**config.mk**
```make
export PLATFORM = sky130hd
export DESIGN_NAME = sound_fx_flat
export DESIGN_NICKNAME = d
export VERILOG_FILES = /design/src/rtl/sound_fx_if.sv /design/src/rtl/sound_fx.sv /design/src/flat_wrapper.sv
export SDC_FILE = /design/constraint.sdc
export NUM_CORES = 1
export LEC_CHECK = 0
export BUFFER_PORTS_ARGS = -buffer_cell sky130_fd_sc_hd__buf_2
export CORE_MARGIN = 2
export CORE_UTILIZATION = 40
export CTS_BUF_LIST = sky130_fd_sc_hd__clkbuf_4 sky130_fd_sc_hd__clkbuf_8
export CTS_CLUSTER_SIZE = 12
export DETAILED_ROUTE_END_ITERATION = 16
export GPL_TIMING_DRIVEN = 0
export PLACE_DENSITY_LB_ADDON = 0.2
export SYNTH_ARGS = -nofsm -noshare
export SYNTH_HDL_FRONTEND = slang
export SYNTH_SLANG_ARGS = --single-unit
```
**constraint.sdc**
```tcl
create_clock -name clk -period 5.57 [get_ports clk]
set_clock_uncertainty 0.1 [all_clocks]
set_input_delay 1.114 -clock clk [delete_from_list [all_inputs] [get_ports clk]]
set_output_delay 1.114 -clock clk [all_outputs]
set_load 0.02 [all_outputs]
```
**src/rtl/sound_fx_if.sv**
```systemverilog
// sound_fx_if: game-event inputs and audio outputs of the jingle generator.
//   master : event source / audio sink (game top or bench)
//   slave  : sound_fx itself
//   i_eat, i_success, i_failure : event inputs (pulse or level)
//   i_mute                      : silences o_audio without touching sequencing
//   o_audio, o_busy, o_fx       : square wave, jingle active, active effect code
interface sound_fx_if;
   logic       i_eat;
   logic       i_success;
   logic       i_failure;
   logic       i_mute;
   logic       o_audio;
   logic       o_busy;
   logic [1:0] o_fx;

   modport master (
      output i_eat, i_success, i_failure, i_mute,
      input  o_audio, o_busy, o_fx
   );

   modport slave (
      input  i_eat, i_success, i_failure, i_mute,
      output o_audio, o_busy, o_fx
   );
endinterface

```
**src/rtl/sound_fx.sv**
```systemverilog
// sound_fx: turns game events into short square-wave jingles on one audio pin.
//   clk, rst_n : pixel clock, synchronous active-low reset
//   bus        : sound_fx_if.slave (event inputs, mute, audio/busy/fx outputs)
// Rising edges of the events are arbitrated failure > success > eat; the
// winner plays a fixed note sequence. A strictly higher priority edge (or a
// new eat during eat) restarts from note 0; anything else is dropped.
module sound_fx #(
   parameter int unsigned HP_W     = 16,
   parameter int unsigned NOTE_W   = 24,
   parameter int unsigned HP_LOW   = 24000,
   parameter int unsigned HP_MID   = 19000,
   parameter int unsigned HP_HIGH  = 16000,
   parameter int unsigned NOTE_LEN = 2500000
) (
   input  logic       clk,
   input  logic       rst_n,
   sound_fx_if.slave  bus
);

   generate
      if (HP_LOW < 2 || HP_MID < 2 || HP_HIGH < 2 || NOTE_LEN < 2) begin : g_chk_min
         $error("sound_fx: half-periods and NOTE_LEN must be >= 2");
      end
      if ((64'(HP_LOW) >> HP_W) != 0 || (64'(HP_MID) >> HP_W) != 0 ||
          (64'(HP_HIGH) >> HP_W) != 0) begin : g_chk_hp_w
         $error("sound_fx: half-period does not fit HP_W");
      end
      if ((64'(NOTE_LEN) >> NOTE_W) != 0) begin : g_chk_note_w
         $error("sound_fx: NOTE_LEN does not fit NOTE_W");
      end
   endgenerate

   typedef enum logic {IDLE, PLAY} state_t;

   localparam logic [1:0] FX_NONE = 2'd0;
   localparam logic [1:0] FX_EAT  = 2'd1;
   localparam logic [1:0] FX_SUCC = 2'd2;
   localparam logic [1:0] FX_FAIL = 2'd3;

   // Terminal counts (value - 1) so the compare is a plain equality.
   localparam logic [HP_W-1:0]   HP_LOW_M1  = HP_W'(HP_LOW - 1);
   localparam logic [HP_W-1:0]   HP_MID_M1  = HP_W'(HP_MID - 1);
   localparam logic [HP_W-1:0]   HP_HIGH_M1 = HP_W'(HP_HIGH - 1);
   localparam logic [NOTE_W-1:0] NOTE_M1    = NOTE_W'(NOTE_LEN - 1);

   state_t              state_q, state_d;
   logic [1:0]          fx_q, fx_d;
   logic [1:0]          idx_q, idx_d;
   logic [HP_W-1:0]     hp_cnt_q, hp_cnt_d;
   logic [NOTE_W-1:0]   note_cnt_q, note_cnt_d;
   logic                audio_q, audio_d;
   logic                busy_q, busy_d;
   logic                eat_prev_q, eat_prev_d;
   logic                succ_prev_q, succ_prev_d;
   logic                fail_prev_q, fail_prev_d;

   logic                eat_rise, succ_rise, fail_rise;
   logic [1:0]          win;
   logic                accept;
   logic                is_last;
   logic [HP_W-1:0]     hp_m1;

   assign eat_rise  = bus.i_eat     & ~eat_prev_q;
   assign succ_rise = bus.i_success & ~succ_prev_q;
   assign fail_rise = bus.i_failure & ~fail_prev_q;

   always_comb begin
      win = FX_NONE;
      if (fail_rise)      win = FX_FAIL;
      else if (succ_rise) win = FX_SUCC;
      else if (eat_rise)  win = FX_EAT;
   end

   // Effect codes double as priority, so a numeric compare suffices.
   assign accept = (win != FX_NONE) &&
                   ((state_q == IDLE) || (win > fx_q) ||
                    (win == FX_EAT && fx_q == FX_EAT));

   assign is_last = (fx_q == FX_EAT) ? (idx_q == 2'd0) : (idx_q == 2'd2);

   // Half-period of the note currently playing.
   always_comb begin
      hp_m1 = HP_HIGH_M1;
      case (fx_q)
         FX_SUCC: case (idx_q)
                     2'd0:    hp_m1 = HP_LOW_M1;
                     2'd1:    hp_m1 = HP_MID_M1;
                     default: hp_m1 = HP_HIGH_M1;
                  endcase
         FX_FAIL: case (idx_q)
                     2'd0:    hp_m1 = HP_HIGH_M1;
                     2'd1:    hp_m1 = HP_MID_M1;
                     default: hp_m1 = HP_LOW_M1;
                  endcase
         default: hp_m1 = HP_HIGH_M1;
      endcase
   end

   always_comb begin
      state_d     = state_q;
      fx_d        = fx_q;
      idx_d       = idx_q;
      hp_cnt_d    = hp_cnt_q;
      note_cnt_d  = note_cnt_q;
      audio_d     = audio_q;
      eat_prev_d  = bus.i_eat;
      succ_prev_d = bus.i_success;
      fail_prev_d = bus.i_failure;

      if (accept) begin
         state_d    = PLAY;
         fx_d       = win;
         idx_d      = 2'd0;
         hp_cnt_d   = '0;
         note_cnt_d = '0;
         audio_d    = 1'b0;
      end else if (state_q == PLAY) begin
         if (note_cnt_q == NOTE_M1) begin
            note_cnt_d = '0;
            hp_cnt_d   = '0;
            audio_d    = 1'b0;
            if (is_last) begin
               state_d = IDLE;
               fx_d    = FX_NONE;
               idx_d   = 2'd0;
            end else begin
               idx_d = idx_q + 2'd1;
            end
         end else begin
            note_cnt_d = note_cnt_q + 1'b1;
            if (hp_cnt_q == hp_m1) begin
               hp_cnt_d = '0;
               audio_d  = ~audio_q;
            end else begin
               hp_cnt_d = hp_cnt_q + 1'b1;
            end
         end
      end

      busy_d = (state_d == PLAY);
   end

   always_ff @(posedge clk) begin
      if (!rst_n) begin
         state_q     <= IDLE;
         fx_q        <= FX_NONE;
         idx_q       <= 2'd0;
         hp_cnt_q    <= '0;
         note_cnt_q  <= '0;
         audio_q     <= 1'b0;
         busy_q      <= 1'b0;
         eat_prev_q  <= 1'b0;
         succ_prev_q <= 1'b0;
         fail_prev_q <= 1'b0;
      end else begin
         state_q     <= state_d;
         fx_q        <= fx_d;
         idx_q       <= idx_d;
         hp_cnt_q    <= hp_cnt_d;
         note_cnt_q  <= note_cnt_d;
         audio_q     <= audio_d;
         busy_q      <= busy_d;
         eat_prev_q  <= eat_prev_d;
         succ_prev_q <= succ_prev_d;
         fail_prev_q <= fail_prev_d;
      end
   end

   // Mute gates only the pin; the sequencer keeps running underneath.
   assign bus.o_audio = audio_q & ~bus.i_mute;
   assign bus.o_busy  = busy_q;
   assign bus.o_fx    = fx_q;

endmodule
```
**src/flat_wrapper.sv**
```systemverilog
// flat-port wrapper written by rule: the top's interface ports become plain ports
module sound_fx_flat 
#(
   parameter int unsigned HP_W     = 16,
   parameter int unsigned NOTE_W   = 24,
   parameter int unsigned HP_LOW   = 24000,
   parameter int unsigned HP_MID   = 19000,
   parameter int unsigned HP_HIGH  = 16000,
   parameter int unsigned NOTE_LEN = 2500000
)
  (clk, rst_n, bus_i_eat, bus_i_success, bus_i_failure, bus_i_mute, bus_o_audio, bus_o_busy, bus_o_fx);
  sound_fx_if bus_i ();
  input  logic clk;
  input  logic rst_n;
  input wire logic [$bits(bus_i.i_eat)-1:0] bus_i_eat;
  input wire logic [$bits(bus_i.i_success)-1:0] bus_i_success;
  input wire logic [$bits(bus_i.i_failure)-1:0] bus_i_failure;
  input wire logic [$bits(bus_i.i_mute)-1:0] bus_i_mute;
  output wire logic [$bits(bus_i.o_audio)-1:0] bus_o_audio;
  output wire logic [$bits(bus_i.o_busy)-1:0] bus_o_busy;
  output wire logic [$bits(bus_i.o_fx)-1:0] bus_o_fx;
  assign bus_i.i_eat = bus_i_eat;
  assign bus_i.i_success = bus_i_success;
  assign bus_i.i_failure = bus_i_failure;
  assign bus_i.i_mute = bus_i_mute;
  assign bus_o_audio = bus_i.o_audio;
  assign bus_o_busy = bus_i.o_busy;
  assign bus_o_fx = bus_i.o_fx;
  sound_fx #(.HP_W(HP_W), .NOTE_W(NOTE_W), .HP_LOW(HP_LOW), .HP_MID(HP_MID), .HP_HIGH(HP_HIGH), .NOTE_LEN(NOTE_LEN)) u_core (.clk(clk), .rst_n(rst_n), .bus(bus_i));
endmodule
```
# Yosys cells after proc, flatten, opt, wreduce, memory -nomap -nowiden
# Index checks and enable logic that the tools add are counted.
# word_totals
out_inout_bits	4
memories	0
reg_bits	49
ram_bits	0
input_bits	6
romBits	0
wordCells	67
latchBits	0
# classes
eq_ne	8
n_mul	0
bitwise	11
n_reduce_logical	14
n_lt_le_gt_ge	1
n_shift	0
add_sub_neg	3
n_mux	21
div	0
# op_table
op	count
$pmux W15 S2	2
$mux W16	2
$pmux W16 S2	1
$add A24 B1 Y24 const B	1
$eq A24 B22 Y1 const B	1
$mux W24	1
$add A16 B1 Y16 const B	1
$eq A16 B16 Y1	1
$mux W2	7
$reduce_bool A2 Y1	5
$mux W1	8
$not A1 Y1	7
$eq A2 B1 Y1 const B	3
$eq A2 B2 Y1 const B	3
$and A1 B1 Y1	4
$reduce_and A2 Y1	2
$reduce_and A3 Y1	1
$add A2 B1 Y2 const B	1
$gt A2 B2 Y1	1
$logic_and A1 B1 Y1	2
$logic_not A2 Y1	1
$logic_or A1 B1 Y1	2
$reduce_or A2 Y1	1

# Longest topological paths before layout
# Gate-level depths: netlist of run 1.
# logic_depth
ltp_word	11
mapped_depth	9
ltp_nobuf	8

# Worst setup path after synthesis of run 1
# No wires, ideal clock.
# synth_timing
path_type	input port to flip-flop
startpoint	in bus_i_failure
endpoint	reg u_core.hp_cnt_q[5]
t_arrival_ps	2697
t_required_ps	5392
setup_time_ps	78
slack_ps	2695
path_stages	9
cell_sequence	inv_1 > o21ai_0 > ha_1 > nand2b_1 > a32oi_1 > o22ai_2 > nand3_4 > buf_6 > nor3_1
# synth_via
elab_chain_cells	7
word_cells_on_any_way	10
classes_between	order compare (1); eq/ne (1); mux (1); bitwise (1); reduce/logical (6)
# synth_lines
element	line_no	text
start: declaration	flat_wrapper.sv:17	input wire logic [$bits(bus_i.i_failure)-1:0] bus_i_failure;
$and A1 B1 Y1 (*)	sound_fx.sv:65	assign fail_rise = bus.i_failure & ~fail_prev_q;
$mux W2 (*)	sound_fx.sv:69	if (fail_rise) win = FX_FAIL;
$gt A2 B2 Y1 or $eq A2 B1 Y1 (tied branches)	sound_fx.sv:76, sound_fx.sv:77	
$logic_or A1 B1 Y1 or $logic_and A1 B1 Y1 (tied branches)	sound_fx.sv:76, sound_fx.sv:77	
$logic_or A1 B1 Y1	sound_fx.sv:76	((state_q == IDLE) || (win > fx_q) ||
$logic_and A1 B1 Y1 (*)	sound_fx.sv:75	assign accept = (win != FX_NONE) &&
$reduce_or A2 Y1 (no line) (*)	-	
end signal: assignment	sound_fx.sv:159	hp_cnt_q <= hp_cnt_d;
end: declaration	sound_fx.sv:49	logic [HP_W-1:0] hp_cnt_q, hp_cnt_d;
# Mark *: on every way between the ends. The rest lies on a longest branch, timed or not.
# A chain may end at the register's enable or synchronous reset.

# Worst setup path in the final report of run 1
# layout_timing
startpoint	in bus_i_failure
endpoint	reg u_core.hp_cnt_q[6]
# Same word-level chain as after synthesis.

==> impl_metrics.csv, run 1 <==
group,metric,value,unit
worst_setup_path,crit_buf_inv,3,
cts,cts_tree,"built",
worst_setup_path,r2r_end,"u_core.hp_cnt_q[2]",
synthesis,yosysSeqAreaShare,38.0,%
global_routing,grt_pass1_wl,8.49,mm
cts,cts.sinks,49,
cts,clk_pin_slew_worst_paths,0.10,ns
cts,cts_made_buffers,5,
route,avgViaCountPerCell,5.15,
sta,period_share,53.0,%
worst_hold_path,min-delay-start,"u_core.note_cnt_q[23]",
sta,setup_viol,0,
final_layout,synthToLayoutAreaGrowth,9.94,%
route,drc,0,
sta,rsz0062_at_grt,"false",
cts,cts_buffer_depth,2,
synthesis,synth_cells,286,
sta,worst_pin_slew,0.689,ns
synthesis,syn_avg_cell_area,9.02,sq um
final_layout,nFillCells,629,
floorplanning,num_rows,29,
route,drt-total-wl,4.99,mm
worst_setup_path,r2r_start,"u_core.idx_q[0]",
route,wl_per_cell,13.2,um
route,vias,1951,
cts,cts_setup_buffers,0,
floorplanning,initial_core_util,41.1,%
worst_setup_path,crit_slowest_cell,"o21ai_0",
place,gpl.final_weighted_congestion,0.799,
sta,maxSlewHeadroom,53.7,%
worst_setup_path,critical_path.top_delay_family,"compound AO/OA/AOI/OAI gates",
final_layout,drive_gt1_share,11.3,%
route,antenna_left,0,
sta,finalHoldViolCount,0,
synthesis,synth_ff_type,"dfxtp_1",
sta,period_needed,2.95,ns
worst_setup_path,cp-start-kind,"primary input",
synthesis,yosys-top-cells-area,"dfxtp_1 38%, xor2_1 9.2%, nor2_1 5.8%",
route,drt_iter0_drc,91,
worst_setup_path,critPathMaxStageDelay,0.46,ns
route,dr.pass1.iters,4,
worst_setup_path,crit_required,5.71,ns
worst_hold_path,hold_depth,2,
final_layout,fin_nets,315,
sta,setup-tns-final,0,ns
place,hpwl,3.54,mm
synthesis,ys_seq_elements,49,
global_routing,overflow,0,
worst_hold_path,worstHoldEndpoint,"u_core.note_cnt_q[23]",
worst_setup_path,cp_cell_sequence,"buf_2 > inv_1 > o21ai_0 > ha_1 > nand2b_1 > a32oi_1 > o22ai_2 > nand3_4 > buf_6 > nor3_1",
synthesis,synth_edf_count,0,
status,status,"complete, no violations",
pwr,peakVddDrop,118,uV
final_layout,stdcell_area,2840,sq um
floorplanning,design.portCount,10,
place,dpl-instance-area,2720,sq um
place,port_buffers,8,
floorplanning,dieArea,7110,sq um
synthesis,syn_nets,300,
synthesis,ys_async_sr_fraction,0,%
synthesis,yosysTopAreaCell,"dfxtp_1",
flow_run,max_cap_violations,0,
sta,fmax,339,MHz
final_layout,antenna_cells,0,
pwr,leakagePower,0.985,nW
worst_hold_path,holdCritPathClass,"register to register",
final_layout,final_util,45.2,%
pwr,powerDensity,259,nW/um^2
worst_setup_path,worst-setup-path-type,"primary input to register",
worst_setup_path,worstRegToRegCells,8,
sta,hold_ws,0.421,ns
global_routing,grt_pass1_vias,1908,
cts,cts_hold_buf,0,
cts,clk-insertion-delay-late,0.31,ns
synthesis,syn_area,2580,sq um
synthesis,yosysTopAreaCellShare,38.0,%
floorplanning,die_y,84.3,um
cts,post_cts_resized,0,
global_routing,grt_use_total,14.4,%
worst_setup_path,path_max_fanout,10,
global_routing,grt_max_degree,16,
synthesis,netlist-cell-type-count,46,
cts,clockRootBuffer,"clkbuf_8",
floorplanning,fp.dieW,84.3,um
global_routing,antenna_found_initial,0,
worst_setup_path,regToRegSetupSlack,3.13,ns
floorplanning,coreArea,6280,sq um
worst_setup_path,endpoint_kind,"register",
sta,finalMaxSlewViolations,0,
synthesis,yosysWarnings,0,
cts,htreeDepth,2,
worst_setup_path,arrival,3.09,ns
==> cells in the final DEF (no fill, tap or decap), types with 2 or more instances in the layout <==
cell and instances:
o21ai_0 3, nor3_2 5, buf_6 2, nor2b_1 5
nor3b_1 2, clkbuf_1 5, buf_8 2, nor3_1 13
and4_1 6, and2_1 4, nand4b_1 2, nand2_1 19
ha_1 8, and3_1 9, nand3_1 13, buf_2 8
xnor2_1 11, or4bb_1 2, nand4_1 14, clkbuf_8 6
a21oi_1 3, xor2_1 27, inv_1 8, mux2i_1 7
nand2b_1 4, nor2_1 40, a21o_1 2, nor4_1 2
dfxtp_1 49
==> how the worst max path moves through the flow <==
stage | end | cells past startpoint | start
floorplan | u_core.hp_cnt_q[5] | 9 | bus_i_failure
global placement | u_core.hp_cnt_q[5] | 10 | bus_i_failure
detailed placement | u_core.hp_cnt_q[13] | 10 | bus_i_failure
CTS | u_core.hp_cnt_q[6] | 10 | bus_i_failure
global route | u_core.hp_cnt_q[8] | 10 | bus_i_failure
finish | u_core.hp_cnt_q[6] | 10 | bus_i_failure
==> cell usage after synthesis (3+ instances only) <==
| cell | instances |
|---|---|
| dfxtp_1 | 49 |
| nor2_1 | 40 |
| xor2_1 | 27 |
| nand2_1 | 19 |
| nand4_1 | 14 |
| nand3_1 | 13 |
| nor3_1 | 13 |
| xnor2_1 | 11 |
| and3_1 | 9 |
| ha_1 | 8 |
| inv_1 | 8 |
| mux2i_1 | 7 |
| and4_1 | 6 |
| clkbuf_1 | 5 |
| nor2b_1 | 5 |
| nor3_2 | 5 |
| and2_1 | 4 |
| nand2b_1 | 4 |
| a21oi_1 | 3 |
| o21ai_0 | 3 |
==> state kept, by name (all words and copies together) (netlist names) <==
register            count
u_core.succ_prev_q      1
u_core.state_q          1
u_core.bus.o_fx         2
u_core.audio_q          1
u_core.hp_cnt_q        16
u_core.note_cnt_q      24
u_core.fail_prev_q      1
u_core.eat_prev_q       1
u_core.idx_q            2
==> stage by stage <==
step	total power, mW	setup WS (ns)	instances
finish	0.735	2.62	379
global route	0.766	2.43	379
CTS	0.744	2.62	379
detailed placement	0.473	2.31	371
global placement	0.472	2.33	371
floorplan	0.449	2.69	286
==> routing by layer <==
layer / vias to the layer above / track usage (%) / part of all wire (%)
li1: 1026 / - / -
met1: 907 / 19.3 / 52
met2: 14 / 23.2 / 45
met3: 4 / 2.75 / 2.5
met4: 0 / 4.99 / 0.92
met5: - / 0 / 0
==> cell type report <==
| cell class | instances | area [sq um] | share of cell area (%) |
|---|---|---|---|
| multi-input combinational | 218 | 1490 | 52.4 |
| sequential | 49 | 981 | 34.6 |
| tap | 77 | 96.3 | 3.40 |
| clock buffer | 6 | 82.6 | 2.91 |
| buffer | 11 | 82.6 | 2.91 |
| timing repair buffer | 8 | 40.0 | 1.41 |
| clock inverter | 2 | 37.5 | 1.32 |
| inverter | 8 | 30.0 | 1.06 |
==> kinds of logic after synthesis <==
group	Yosys count	synth area share, %
and+or+nand+nor	147	32.4
xor gates and xnor gates	38	12.9
muxes	8	3.15
buffers and inverters	19	4.36
AOI/OAI and AO/OA	17	5.29
DFF	49	38.0
adders and majority gates	8	3.88
==> power breakdown <==
part / internal [mW] / switching [mW]
Combinational: 0.0394 / 0.0567
Sequential: 0.357 / 0.0108
Clock: 0.146 / 0.125
Total: 0.543 / 0.193
==> worst reg2reg max path: cells and delay by family (launching register included) <==
family / cells / cell delay [ns]
compound gates: 3 / 0.94
simple gates: 2 / 0.23
buf+inv: 2 / 0.40
flops: 1 / 0.39
fa+ha+maj: 1 / 0.27
No activity file was read; power rests on OpenSTA's default activity.
==> inputs of run 2 (changes only) <==
==> constraint.sdc (replaced) <==
create_clock -name clk -period 2.67 [get_ports clk]
set_clock_uncertainty 0.1 [all_clocks]
set_input_delay 0.534 -clock clk [delete_from_list [all_inputs] [get_ports clk]]
set_output_delay 0.534 -clock clk [all_outputs]
set_load 0.02 [all_outputs]
==> run 2 against run 1 <==
  * Global-route usage did not move
  * Sequential share of layout area fell by 0.27 points
  * Combinational power rose by 110%
  * Clock power rose by 110%
  * Non-clock buffer count rose by 3
  * Worst hold slack got worse by 0.079 ns
  * Count of clock-buffer cells in the layout did not move
  * Sequential power rose by 110%
  * Final area rose by 0.79%
  * Critical path type unchanged
  * First-iteration DRC count did not move
  * Via count rose by 0.62%
  * Core utilization rose by 0.36 points
==> impl_metrics.csv, run 2 (synthesized netlist as in run 1, its figures left out) <==
group,metric,value,unit
status,status,"complete, no violations",
route,met3_length,129,um
global_routing,antenna_found_initial,0,
route,antenna_left,0,
sta,setup_viol,0,
global_routing,grt_pass1_vias,1908,
route,wl_per_cell,13.1,um
cts,clockRootBuffer,"clkbuf_8",
final_layout,largest_reg_flops,24,
route,drt_iter0_drc,91,
place,post-place-ws,-0.0132,ns
worst_setup_path,cp-start-kind,"primary input",
worst_setup_path,path_max_fanout,10,
cts,post_cts_resized,0,
final_layout,nFillCells,630,
final_layout,reg_top3,"u_core.note_cnt_q (24), u_core.hp_cnt_q (16)",
place,port_buffers,8,
cts,cts.sinks,49,
route,dr.pass1.iters,4,
cts,clk-insertion-delay-late,0.31,ns
final_layout,drive_gt1_share,12.1,%
place,gpl.final_weighted_congestion,0.799,
worst_setup_path,endpoint_kind,"register",
final_layout,final_util,45.5,%
sta,setup-tns-final,0,ns
cts,cts_tree,"built",
sta,rsz0062_at_grt,"false",
route,avgViaCountPerCell,5.14,
final_layout,final_cell_count_no_fill,382,
sta,maxSlewHeadroom,54.0,%
worst_setup_path,crit_required,2.81,ns
cts,cts_buffer_depth,2,
route,drt-total-wl,5.01,mm
worst_setup_path,worstRegToRegCells,8,
place,dpl-instance-area,2720,sq um
route,wl_met1,2.59,mm
sta,finalWorstSetupSlack,0.308,ns
final_layout,synthToLayoutAreaGrowth,10.8,%
worst_setup_path,regToRegSetupSlack,0.35,ns
place,hpwl,3.54,mm
sta,hold_ws,0.342,ns
cts,clk_pin_slew_worst_paths,0.10,ns
final_layout,final_cell_mix,"49 x dfxtp_1, 40 x nor2_1, 27 x xor2_1, 19 x nand2_1, 14 x nand4_1",
final_layout,stdcell_area,2860,sq um
worst_hold_path,worstHoldEndpoint,"u_core.eat_prev_q",
global_routing,grt_use_total,14.4,%
floorplanning,initial_core_util,41.1,%
floorplanning,dieArea,7110,sq um
worst_setup_path,worst-setup-path-type,"primary input to register",
floorplanning,coreArea,6280,sq um
final_layout,top_register,"u_core.note_cnt_q",
route,vias,1963,
pwr,power.total,1.53,mW
route,drc,0,
worst_hold_path,min-delay-start,"bus_i_eat",
worst_setup_path,r2r_start,"u_core.fail_prev_q",
final_layout,fin_nets,318,
worst_setup_path,r2r_end,"u_core.hp_cnt_q[6]",
pwr,powerDensity,537,nW/um^2
sta,period_needed,2.36,ns
flow_run,max_cap_violations,0,
cts,cts_hold_buf,0,
sta,fmax,423,MHz
floorplanning,fp.dieW,84.3,um
sta,worst_pin_slew,0.685,ns
final_layout,final_common_cell,"dfxtp_1",
place,post-place-cells,371,
global_routing,grt_max_degree,16,
cts,cts_made_buffers,5,
route,top_layer,"met4",
worst_hold_path,hold_depth,2,
worst_setup_path,arrival,2.50,ns
cts,cts_setup_buffers,0,
pwr,peakVddDrop,246,uV
route,wl_met2,2.25,mm
sta,finalMaxSlewViolations,0,
pwr,leakagePower,1.00,nW
floorplanning,num_rows,29,
worst_hold_path,holdCritPathClass,"primary input to register",
global_routing,overflow,0,
floorplanning,design.portCount,10,
global_routing,grt_pass1_wl,8.49,mm
cts,htreeDepth,2,
final_layout,antenna_cells,0,
floorplanning,die_y,84.3,um
sta,period_share,88.5,%
sta,finalHoldViolCount,0,
[run 2: power breakdown]
part / internal [mW] / switching [mW] / leakage, nW
registers: 0.745 / 0.0224 / 0.396
clock network: 0.305 / 0.261 / 0.0574
logic: 0.0821 / 0.118 / 0.548
total: 1.13 / 0.402 / 1.00
[run 2: worst max-delay path, cell delays in order]
cell	delay (ns)
buf_2	0.08
inv_1	0.04
o21ai_0	0.46
ha_1	0.35
nand2b_1	0.08
a32oi_1	0.09
o22ai_2	0.33
nand3_4	0.17
buf_6	0.19
nor3_1	0.18
[run 2: how the worst max path moves through the flow]
stage	from	end	cells past startpoint
final	bus_i_failure	u_core.hp_cnt_q[6]	10
after CTS	u_core.idx_q[0]	u_core.hp_cnt_q[11]	8
after detailed placement	bus_i_failure	u_core.hp_cnt_q[13]	10
after global placement	bus_i_failure	u_core.hp_cnt_q[5]	10
after global routing	bus_i_failure	u_core.hp_cnt_q[8]	10
after floorplan	bus_i_failure	u_core.hp_cnt_q[5]	9
[run 2: cell type report]
cell class / count / area [sq um] / share of cell area (%)
clock buffers: 6 / 82.6 / 2.89
repair buffers: 11 / 62.6 / 2.19
plain buffers: 11 / 82.6 / 2.89
well taps: 77 / 96.3 / 3.37
inverters: 8 / 30.0 / 1.05
clock inverters: 2 / 37.5 / 1.31
flip-flops and latches: 49 / 981 / 34.3
multi-input cells: 218 / 1490 / 52.0
[run 2: per-layer routing]
metal  GRT usage [%]  vias to the layer above
met5               0                        -
met4            4.99                        0
met3            2.75                        4
met2            23.2                       14
met1            19.3                      913
li1                -                     1032
==> inputs of run 3 (changes only) <==
--- a/config.mk
+++ b/config.mk
@@ -6,12 +6,12 @@
 export NUM_CORES = 1
 export LEC_CHECK = 0
 export BUFFER_PORTS_ARGS = -buffer_cell sky130_fd_sc_hd__buf_2
-export CORE_MARGIN = 2
 export CORE_UTILIZATION = 40
 export CTS_BUF_LIST = sky130_fd_sc_hd__clkbuf_4 sky130_fd_sc_hd__clkbuf_8
 export CTS_CLUSTER_SIZE = 12
 export DETAILED_ROUTE_END_ITERATION = 16
 export GPL_TIMING_DRIVEN = 0
+export HOLD_SLACK_MARGIN = 0.03
 export PLACE_DENSITY_LB_ADDON = 0.2
 export SYNTH_ARGS = -nofsm -noshare
 export SYNTH_HDL_FRONTEND = slang
==> constraint.sdc (replaced) <==
create_clock -name clk -period 2.6 [get_ports clk]
set_clock_uncertainty 0.1 [all_clocks]
set_input_delay 0.52 -clock clk [delete_from_list [all_inputs] [get_ports clk]]
set_output_delay 0.52 -clock clk [all_outputs]
set_load 0.02 [all_outputs]
==> run 3 against run 2 <==
  * Non-clock buffer count fell by 1
  * Combinational power rose by 2%
  * Count of clock-buffer cells in the layout rose by 1
  * Critical path depth did not move
  * Clock power fell by 13%
  * Worst hold slack got worse by 0.011 ns
  * Final cell count fell by 0.79%
  * Wire length fell by 3.7%
  * First-iteration DRC count fell by 36%
  * Power fell by 3.1%
  * Final area fell by 1.0%
  * Critical path type unchanged
  * Largest cell class unchanged
==> impl_metrics.csv, run 3 (synthesized netlist as in run 1, its figures left out) <==
group,metric,value,unit
sta,setup_viol,0,
pwr,peakVddDrop,261,uV
route,wl_per_cell,12.7,um
worst_setup_path,crit_required,2.73,ns
sta,maxSlewHeadroom,53.9,%
cts,clk-insertion-delay-late,0.30,ns
global_routing,busiest_layer,"met2",
global_routing,antenna_found_initial,0,
worst_setup_path,path_max_fanout,10,
pwr,powerDensity,525,nW/um^2
sta,finalMaxSlewViolations,0,
worst_setup_path,regToRegSetupSlack,0.28,ns
status,status,"complete, no violations",
route,drc,0,
final_layout,final_cell_mix,"49 x dfxtp_1, 40 x nor2_1, 27 x xor2_1, 19 x nand2_1, 14 x nand4_1",
final_layout,fin_nets,317,
floorplanning,dieArea,6770,sq um
global_routing,met2_usage,26.5,%
worst_setup_path,arrival,2.49,ns
cts,clockRootBuffer,"clkbuf_8",
worst_setup_path,cp_cell_sequence,"buf_2 > inv_1 > o21ai_0 > ha_1 > nand2b_1 > a32oi_1 > o22ai_2 > nand3_4 > buf_6 > nor3_1",
sta,fmax,424,MHz
floorplanning,num_rows,28,
worst_hold_path,holdCritPathClass,"primary input to register",
cts,clk_pin_slew_worst_paths,0.09,ns
final_layout,final_util,46.7,%
place,port_buffers,8,
floorplanning,design.portCount,10,
route,drt_iter0_drc,58,
route,drt-total-wl,4.83,mm
final_layout,nFillCells,592,
worst_hold_path,worstHoldEndpoint,"u_core.succ_prev_q",
global_routing,met1_usage,20.0,%
sta,rsz0062_at_grt,"false",
worst_setup_path,cp-start-kind,"primary input",
final_layout,largest_reg_flops,24,
floorplanning,die_y,82.3,um
final_layout,synthToLayoutAreaGrowth,9.70,%
cts,cts_made_buffers,5,
cts,cts_hold_buf,0,
worst_setup_path,worstRegToRegCells,8,
sta,period_share,90.7,%
route,dr.pass1.iters,4,
worst_setup_path,critPathMaxStageDelay,0.45,ns
cts,cts_tree,"built",
flow_run,max_cap_violations,0,
worst_setup_path,r2r_start,"u_core.fail_prev_q",
final_layout,top_register,"u_core.note_cnt_q",
final_layout,reg_top3,"u_core.note_cnt_q (24), u_core.hp_cnt_q (16)",
worst_hold_path,min-delay-start,"bus_i_success",
global_routing,grt_pass1_wl,8.16,mm
sta,period_needed,2.36,ns
global_routing,grt_use_total,15.9,%
route,antenna_left,0,
floorplanning,initial_core_util,42.6,%
floorplanning,fp.dieW,82.3,um
floorplanning,coreArea,6060,sq um
cts,htreeDepth,2,
worst_setup_path,endpoint_kind,"register",
final_layout,drive_gt1_share,11.8,%
sta,hold_ws,0.331,ns
global_routing,grt.met3_usage,3.30,%
route,avgViaCountPerCell,5.21,
final_layout,final_common_cell,"dfxtp_1",
pwr,leakagePower,0.993,nW
worst_setup_path,worst-setup-path-type,"primary input to register",
worst_setup_path,crit_slowest_cell,"o21ai_0",
place,gpl.final_weighted_congestion,0.760,
cts,cts.sinks,49,
route,vias,1975,
place,hpwl,3.43,mm
worst_setup_path,r2r_end,"u_core.hp_cnt_q[5]",
global_routing,grt_max_degree,15,
worst_hold_path,hold_depth,2,
cts,cts_buffer_depth,2,
sta,worst_pin_slew,0.685,ns
global_routing,grt_pass1_vias,1775,
final_layout,antenna_cells,0,
sta,finalHoldViolCount,0,
global_routing,overflow,0,
[run 3: worst max-delay path by stage]
stage          slack (ns)  cells past startpoint                  end             from
5_1_grt              0.03                      8  u_core.hp_cnt_q[15]  u_core.idx_q[0]
6_report             0.24                     10   u_core.hp_cnt_q[5]    bus_i_failure
3_3_place_gp        -0.05                     10   u_core.hp_cnt_q[5]    bus_i_failure
3_5_place_dp        -0.05                     10  u_core.hp_cnt_q[13]    bus_i_failure
4_1_cts              0.12                      8  u_core.hp_cnt_q[13]  u_core.idx_q[0]
2_1_floorplan        0.32                      9   u_core.hp_cnt_q[5]    bus_i_failure
[run 3: critical path: cells and delay by family]
kind / cells / cell delay (ns)
compound gates: 3 / 0.88
simple gates: 3 / 0.43
fa+ha+maj: 1 / 0.35
buf+inv: 3 / 0.31
[run 3: where the power goes]
part / internal (mW) / total, mW / switching [mW]
clock network: 0.241 / 0.495 / 0.254
logic: 0.0846 / 0.204 / 0.119
registers: 0.765 / 0.787 / 0.0220
[run 3: per-layer routing]
| layer | routed length, um | vias to the layer above | part of all wire, % |
|---|---|---|---|
| li1 | - | 1025 | - |
| met1 | 2450 | 920 | 51 |
| met2 | 2160 | 24 | 45 |
| met3 | 148 | 6 | 3.1 |
| met4 | 72 | 0 | 1.5 |
| met5 | 0 | - | 0 |
[run 3: repair_timing]
item                                    CTS  global route
setup buffers                             0             2
endpoints found under the setup margin    0            10
gates resized for setup                   0             0
hold endpoints to repair                  0             0
[run 3: through the flow]
stage / cells / power [mW] / instance area, sq um / setup TNS (ns) / worst slack [ns]
4_1_cts: 377 / 1.51 / 2820 / 0 / 0.116
5_1_grt: 379 / 1.56 / 2830 / 0 / 0.0336
3_5_place_dp: 369 / 1.01 / 2710 / -0.597 / -0.0546
2_1_floorplan: 286 / 0.961 / 2580 / 0 / 0.319
6_report: 379 / 1.49 / 2830 / 0 / 0.241
3_3_place_gp: 369 / 1.01 / 2710 / -0.557 / -0.0514
[run 3: cell type report]
class | instances | area (sq um) | share of cell area, %
inverter | 8 | 30.0 | 1.06
clock buffer | 7 | 96.3 | 3.40
buffer | 11 | 82.6 | 2.92
timing repair buffer | 10 | 55.1 | 1.95
multi-input combinational | 218 | 1490 | 52.5
clock inverter | 1 | 5.00 | 0.177
tap | 75 | 93.8 | 3.32
sequential | 49 | 981 | 34.7
